### src/rtl/cpu_pkg.sv
// rtl/cpu_pkg.sv - shared CPU constants and datapath typedefs
package cpu_pkg;

    localparam logic [4:0]  REG_ZERO = 5'd0;
    localparam logic [4:0]  REG_SP   = 5'd29;
    localparam logic [4:0]  REG_RA   = 5'd31;
    localparam logic [31:0] SP_RESET = 32'd227;

    typedef logic [4:0]  reg_addr_t;
    typedef logic [31:0] word_t;

endpackage

### src/rtl/reg_bank_if.sv
// rtl/reg_bank_if.sv - register file write/read port bundle
interface reg_bank_if #(
    parameter int DATA_W = 32,
    parameter int ADDR_W = 5
);
    logic              reg_write;
    logic [ADDR_W-1:0] write_reg;
    logic [DATA_W-1:0] write_data;
    logic [ADDR_W-1:0] read_reg1;
    logic [ADDR_W-1:0] read_reg2;
    logic [DATA_W-1:0] read_data1;
    logic [DATA_W-1:0] read_data2;

    modport master (
        output reg_write, write_reg, write_data, read_reg1, read_reg2,
        input  read_data1, read_data2
    );

    modport slave (
        input  reg_write, write_reg, write_data, read_reg1, read_reg2,
        output read_data1, read_data2
    );
endinterface

### src/rtl/reg_bank_rdport.sv
// rtl/reg_bank_rdport.sv - one registered read port with write bypass and r0 override
module reg_bank_rdport #(
    parameter int DATA_W = 32,
    parameter int ADDR_W = 5
) (
    input  logic              clk,
    input  logic              reset_n,
    input  logic              reg_write,
    input  logic [ADDR_W-1:0] write_reg,
    input  logic [DATA_W-1:0] write_data,
    input  logic [ADDR_W-1:0] read_reg,
    input  logic [DATA_W-1:0] stored,
    output logic [DATA_W-1:0] read_data
);
    logic              hit;
    logic [DATA_W-1:0] next_data;

    // r0 wins over the bypass so a discarded write to r0 never leaks out
    always_comb begin
        hit       = reg_write && (write_reg != '0) && (write_reg == read_reg);
        next_data = stored;
        if (read_reg == '0) begin
            next_data = '0;
        end else if (hit) begin
            next_data = write_data;
        end
    end

    always_ff @(posedge clk or negedge reset_n) begin
        if (!reset_n) begin
            read_data <= '0;
        end else begin
            read_data <= next_data;
        end
    end
endmodule

### src/rtl/reg_bank.sv
// rtl/reg_bank.sv - 32-entry register file, one write port, two registered read ports
module reg_bank
    import cpu_pkg::*;
#(
    parameter int DATA_W = 32,
    parameter int ADDR_W = 5
) (
    input  logic       clk,
    input  logic       reset_n,
    reg_bank_if.slave  bus
);
    localparam int DEPTH = 2 ** ADDR_W;

    logic [DATA_W-1:0] regs [DEPTH];
    logic [DATA_W-1:0] stored1;
    logic [DATA_W-1:0] stored2;

    // stack pointer comes out of reset pointing at its initial top
    always_ff @(posedge clk or negedge reset_n) begin
        if (!reset_n) begin
            for (int i = 0; i < DEPTH; i++) begin
                regs[i] <= (i == int'(REG_SP)) ? DATA_W'(SP_RESET) : '0;
            end
        end else if (bus.reg_write && (bus.write_reg != '0)) begin
            regs[bus.write_reg] <= bus.write_data;
        end
    end

    assign stored1 = regs[bus.read_reg1];
    assign stored2 = regs[bus.read_reg2];

    reg_bank_rdport #(.DATA_W(DATA_W), .ADDR_W(ADDR_W)) u_rdport1 (
        .clk        (clk),
        .reset_n    (reset_n),
        .reg_write  (bus.reg_write),
        .write_reg  (bus.write_reg),
        .write_data (bus.write_data),
        .read_reg   (bus.read_reg1),
        .stored     (stored1),
        .read_data  (bus.read_data1)
    );

    reg_bank_rdport #(.DATA_W(DATA_W), .ADDR_W(ADDR_W)) u_rdport2 (
        .clk        (clk),
        .reset_n    (reset_n),
        .reg_write  (bus.reg_write),
        .write_reg  (bus.write_reg),
        .write_data (bus.write_data),
        .read_reg   (bus.read_reg2),
        .stored     (stored2),
        .read_data  (bus.read_data2)
    );
endmodule
### src/flat_wrapper.sv
// flat-port wrapper written by rule: the top's interface ports become plain ports
module reg_bank_flat import cpu_pkg::*;
#(
    parameter int DATA_W = 32,
    parameter int ADDR_W = 5
)
  (clk, reset_n, bus_reg_write, bus_write_reg, bus_write_data, bus_read_reg1, bus_read_reg2, bus_read_data1, bus_read_data2);
  reg_bank_if #(.DATA_W(DATA_W), .ADDR_W(ADDR_W)) bus_i ();
  input  logic clk;
  input  logic reset_n;
  input wire logic [$bits(bus_i.reg_write)-1:0] bus_reg_write;
  input wire logic [$bits(bus_i.write_reg)-1:0] bus_write_reg;
  input wire logic [$bits(bus_i.write_data)-1:0] bus_write_data;
  input wire logic [$bits(bus_i.read_reg1)-1:0] bus_read_reg1;
  input wire logic [$bits(bus_i.read_reg2)-1:0] bus_read_reg2;
  output wire logic [$bits(bus_i.read_data1)-1:0] bus_read_data1;
  output wire logic [$bits(bus_i.read_data2)-1:0] bus_read_data2;
  assign bus_i.reg_write = bus_reg_write;
  assign bus_i.write_reg = bus_write_reg;
  assign bus_i.write_data = bus_write_data;
  assign bus_i.read_reg1 = bus_read_reg1;
  assign bus_i.read_reg2 = bus_read_reg2;
  assign bus_read_data1 = bus_i.read_data1;
  assign bus_read_data2 = bus_i.read_data2;
  reg_bank #(.DATA_W(DATA_W), .ADDR_W(ADDR_W)) u_core (.clk(clk), .reset_n(reset_n), .bus(bus_i));
endmodule
### config.mk
export PLATFORM = sky130hd
export DESIGN_NAME = reg_bank_flat
export DESIGN_NICKNAME = d
export VERILOG_FILES = /design/src/rtl/cpu_pkg.sv /design/src/rtl/reg_bank_if.sv /design/src/rtl/reg_bank_rdport.sv /design/src/rtl/reg_bank.sv /design/src/flat_wrapper.sv
export SDC_FILE = /design/constraint.sdc
export NUM_CORES = 2
export LEC_CHECK = 0
export CORE_MARGIN = 2
export CORE_UTILIZATION = 25
export CTS_BUF_LIST = sky130_fd_sc_hd__clkbuf_8
export CTS_CLUSTER_SIZE = 10
export DETAILED_ROUTE_END_ITERATION = 10
export HOLD_SLACK_MARGIN = 0.1
export PLACE_DENSITY_LB_ADDON = 0.3
export SLEW_MARGIN = 20
export SYNTH_ARGS = -nofsm -noshare
export SYNTH_HDL_FRONTEND = slang
export SYNTH_HIERARCHICAL = 1
export SYNTH_SLANG_ARGS = --single-unit
export TNS_END_PERCENT = 1
### constraint.sdc
create_clock -name clk -period 2.4 [get_ports clk]
set_input_delay 0.48 -clock clk [delete_from_list [all_inputs] [get_ports clk]]
set_output_delay 0.48 -clock clk [all_outputs]
set_load 0.1 [all_outputs]
==> summary.md <==
| Metric | Value |
|---|---|
| Slew Limit Fails | 0 |
| DRT Wirelength | 233300 um |
| Setup Crit Path Kind | register to primary output |
| DRC | 0 |
| Drt wl/cell | 27.06 um |
| Die Wd | slightly below 500 um |
| Area contributors post-synth | dfrtp_1 46%, mux2_2 18%, mux2i_1 17% |
| Pre-CTS WS | -0.5999 ns |
| CTS Buf Count | 198 |
| R2R cell count | 7 |
| Setup Skew | 0.03240 ns |
| Comb power frac | 22.1% |
| Total chip power | about 57 mW |
| Syn nets | 4961 |
| Initial antenna violation count | 2 |
| Net switching fraction of the power | 31.75% |
| Post-route cell area | 72940 sq um |
| Cell Count, Final, Fillers Out | 8620 |
| Maximum vdd drop | 631.0 uV |
| Max_cap viols | 0 |
| Busiest grt layer | met2 |
| Max H-tree Level | 4 |
| Slew headroom | 25.45% |
| Hold slack | around 0.35 ns |
| GPL Wtd Cong | 0.8534 |
| Number of cells on the critical path | 1 |
| Crit Path Max Fanout | 1 |
| Unrepaired setup endpoints after global routing | false |
| Hold Path Class | input pin to register |
| Setup crit start kind | register |
| Yosys reg bits | 1088 |
| Util after Layout | a little under a third |
| Clock Path Buffers | 3 |
| Cell-by-cell trace of the critical path | buf_4 |
| Clock network power share | 34.5% |
| Ports | 114 |
| Via Count | 43792 |
| Initial drt markers | 2977 |
| CP max stage cell | dfrtp_1 |
| TritonCTS clock tree | done |
| Post-Syn Area | 58840 sq um |
| Post-CTS Setup Repair Bufs | 0 |
| Hold path cells | 4 |
| First-pass DRT Iterations | 6 |
| Power density cells | slightly below 800 nW/um^2 |
| M1 GR Usage | 25.06% |
| Total GRT Usage | 19.16% |
| Critical path's top delay family | flip-flops |
| Power Internal | 38.71 mW |
| # setup viols final | 0 |
| Clock Latency Late Sink | 0.97 ns |
| Fin nets | ~5400 |
| Met3 GRT Util | 3.131% |
| Worst slew pin tran | 1.115 ns |
| Synth top area share | a little under half |
| Clock sink total | approximately 1100 |
| Status | completed |
| Detailed placement HPWL | 155300 um |
| Max Fclk | 432.8 MHz |
| Setup crit end kind | primary output |
| Clock slew at the register clock pins of the worst setup and hold paths | about 0.060 ns |
| Post-Syn Instances | 4911 |
| GRT overflow | 0 |
| Crit share post-route | 96.27% |
| Flop pwr share | 43.4% |
| Worst EP required | 1.92 ns |
| Final WS setup | 0.08950 ns |
| Routed vias/inst | 5.080 |
| Met2 usage | 31.76% |
| Die height | 489.1 um |
| Sequential fraction of the synthesis area | 46.28% |
| Area leader, netlist | dfrtp_1 |
| Clock period minus worst slack | 2.310 ns |
| CTS Root Cell | clkbuf_8 |
| Area after DPL | 68430 sq um |
| Share of post-route cells with drive strength above 1 | 36.14% |
| Crit path DAT | 1.83 ns |
| Yosys warning count | 6 |
| Vias in the first global route | 45637 |
| Max incr delay on CP | 0.52 ns |
| Die area | approximately 240000 sq um |
| CORE AREA | 234700 sq um |
| P_sw | approximately 18 mW |
| Avg Inst Size Synth | 11.98 sq um |
| Final number of hold-violating endpoints | 0 |
| Setup tns final | 0 ns |
| Dpl cells | ~8200 |
| Rows | 178 |
| First-pass GRT wire length | 334400 um |
| Largest net degree at the start of global routing | 97 |
| Starting Density | 25.07% |
| Unique masters post-synth | 35 |
| WP buf/inv | 1 |
| Post-route ant nets | 0 |
| Synth-to-layout area growth | 23.96% |
| Pleak | 34.01 nW |
| IO buf count | about 110 |
## layout make-up
| type | count | area (sq um) |
|---|---|---|
| Multi-Input combinational cell | 3318 | 29140 |
| Fill cell | 23775 | 161800 |
| Clock inverter | 102 | 764.5 |
| Clock buffer | 265 | 3647 |
| Timing Repair Buffer | 695 | 8205 |
| Antenna cell | 2 | 5.005 |
| Tap cell | 3150 | 3941 |
| Sequential cell | 1088 | 27230 |
## layout by cell type (no fill, tap or decap), drive strengths merged, types with 3 or more instances in the layout
| cell | synthesis | layout |
|---|---|---|
| nand2 | 276 | 276 |
| clkbuf | 244 | 265 |
| nor2 | 21 | 21 |
| a31oi | 64 | 64 |
| nor3 | 67 | 67 |
| xor2 | 8 | 8 |
| nor2b | 4 | 4 |
| or2 | 3 | 3 |
| nand3b | 4 | 4 |
| bufinv | 0 | 10 |
| mux2 | 992 | 992 |
| clkinv | 0 | 24 |
| clkdlybuf4s50 | 0 | 46 |
| and2 | 6 | 6 |
| mux2i | 1024 | 1024 |
| a21oi | 192 | 192 |
| a22o | 128 | 128 |
| inv | 0 | 62 |
| o21ai | 64 | 64 |
| nand4 | 64 | 64 |
| dfrtp | 1083 | 1083 |
| nand2b | 4 | 4 |
| nand3 | 194 | 194 |
| nor3b | 4 | 4 |
| buf | 261 | 647 |
| a22oi | 192 | 192 |
| dfstp | 5 | 5 |
| clkinvlp | 0 | 6 |
## layer usage
layer  routed length [um]  up-vias  part of all wire [%]
met5                    0        -                     0
met2               111100     1284                    48
met3                11620      424                   5.0
met4                 8271        0                   3.5
met1               102300    23156                    44
li1                     -    18928                     -
## synthesized netlist by cell type
cell and n:
nor2_1 5, nor3b_1 1, and3_1 1, nor3b_2 3, nand3_1 194, or3b_4 1, nand2b_1 4, and3b_1 1
buf_1 26, mux2_1 39, and2_1 6, nor2_4 16, xnor2_1 2, nor4_4 2, a31oi_1 64, a22oi_1 192
o21ai_1 20, buf_2 117, xor2_1 8, clkbuf_1 244, nand2_1 276, a21oi_1 192, nor3_1 67, or2_2 3
mux2_2 953, nor2b_1 4, a22o_1 128, buf_6 48, dfrtp_1 1083, nand3b_1 4, dfstp_2 5, nand4_1 64
buf_4 70, mux2i_1 1024, o21ai_0 44
## worst reg2reg max path, stage by stage (launching register included)
cell and delay, ns:
dfrtp_1 0.37, mux2i_1 0.10, a22o_1 0.25, nor3_1 0.28, a31oi_1 0.10, nand3_1 0.11, nand2_1 0.06, o21ai_0 0.36
## power groups by stage
stage / clock [mW] / sequential (mW) / combinational [mW]
after floorplan: 0 / 25.0 / 7.35
final: 19.6 / 24.6 / 12.5
after global placement: 0 / 24.7 / 12.4
after CTS: 20.0 / 24.6 / 12.6
after detailed placement: 0 / 24.8 / 12.5
after global routing: 20.9 / 25.0 / 13.4
## cells by family (layout without fill, tap and decap cells)
group	after synthesis	count (layout)	share of synthesized area (%)
mux	2016	2016	36.40
xor+xnor	10	10	0.1489
other cells	0	2	0
simple gates	652	652	5.424
flops	1088	1088	46.28
buf+inv	505	1062	4.529
compound gates	640	640	7.213
## path summary, 6_finish.rpt
| kind | start | to | slack [ns] |
|---|---|---|---|
| min | bus_write_data[1] | u_core/u_rdport2/read_data[1] | 0.35 |
| max in group asynchronous | reset_n | u_core/regs[893] | 0.51 |
| min in group asynchronous | reset_n | u_core/regs[649] | 0.39 |
| max | u_core/u_rdport2/read_data[11] | bus_read_data2[11] | 0.09 |
| min reg2reg | u_core/regs[1005] | u_core/regs[1005] | 0.40 |
| max reg2reg | u_core/regs[952] | u_core/u_rdport1/read_data[24] | 0.64 |
## sequential cells by signal, indices dropped and copies added (netlist names)
name                        flops
u_core/regs                  1024
u_core/u_rdport1/read_data     32
u_core/u_rdport2/read_data     32
## repair_timing
item,CTS,global route
gates resized for setup,19,0
hold endpoints to repair,831,0
hold buffers,2,0
setup endpoints to repair,18,0
No activity file was read; power rests on OpenSTA's default activity.
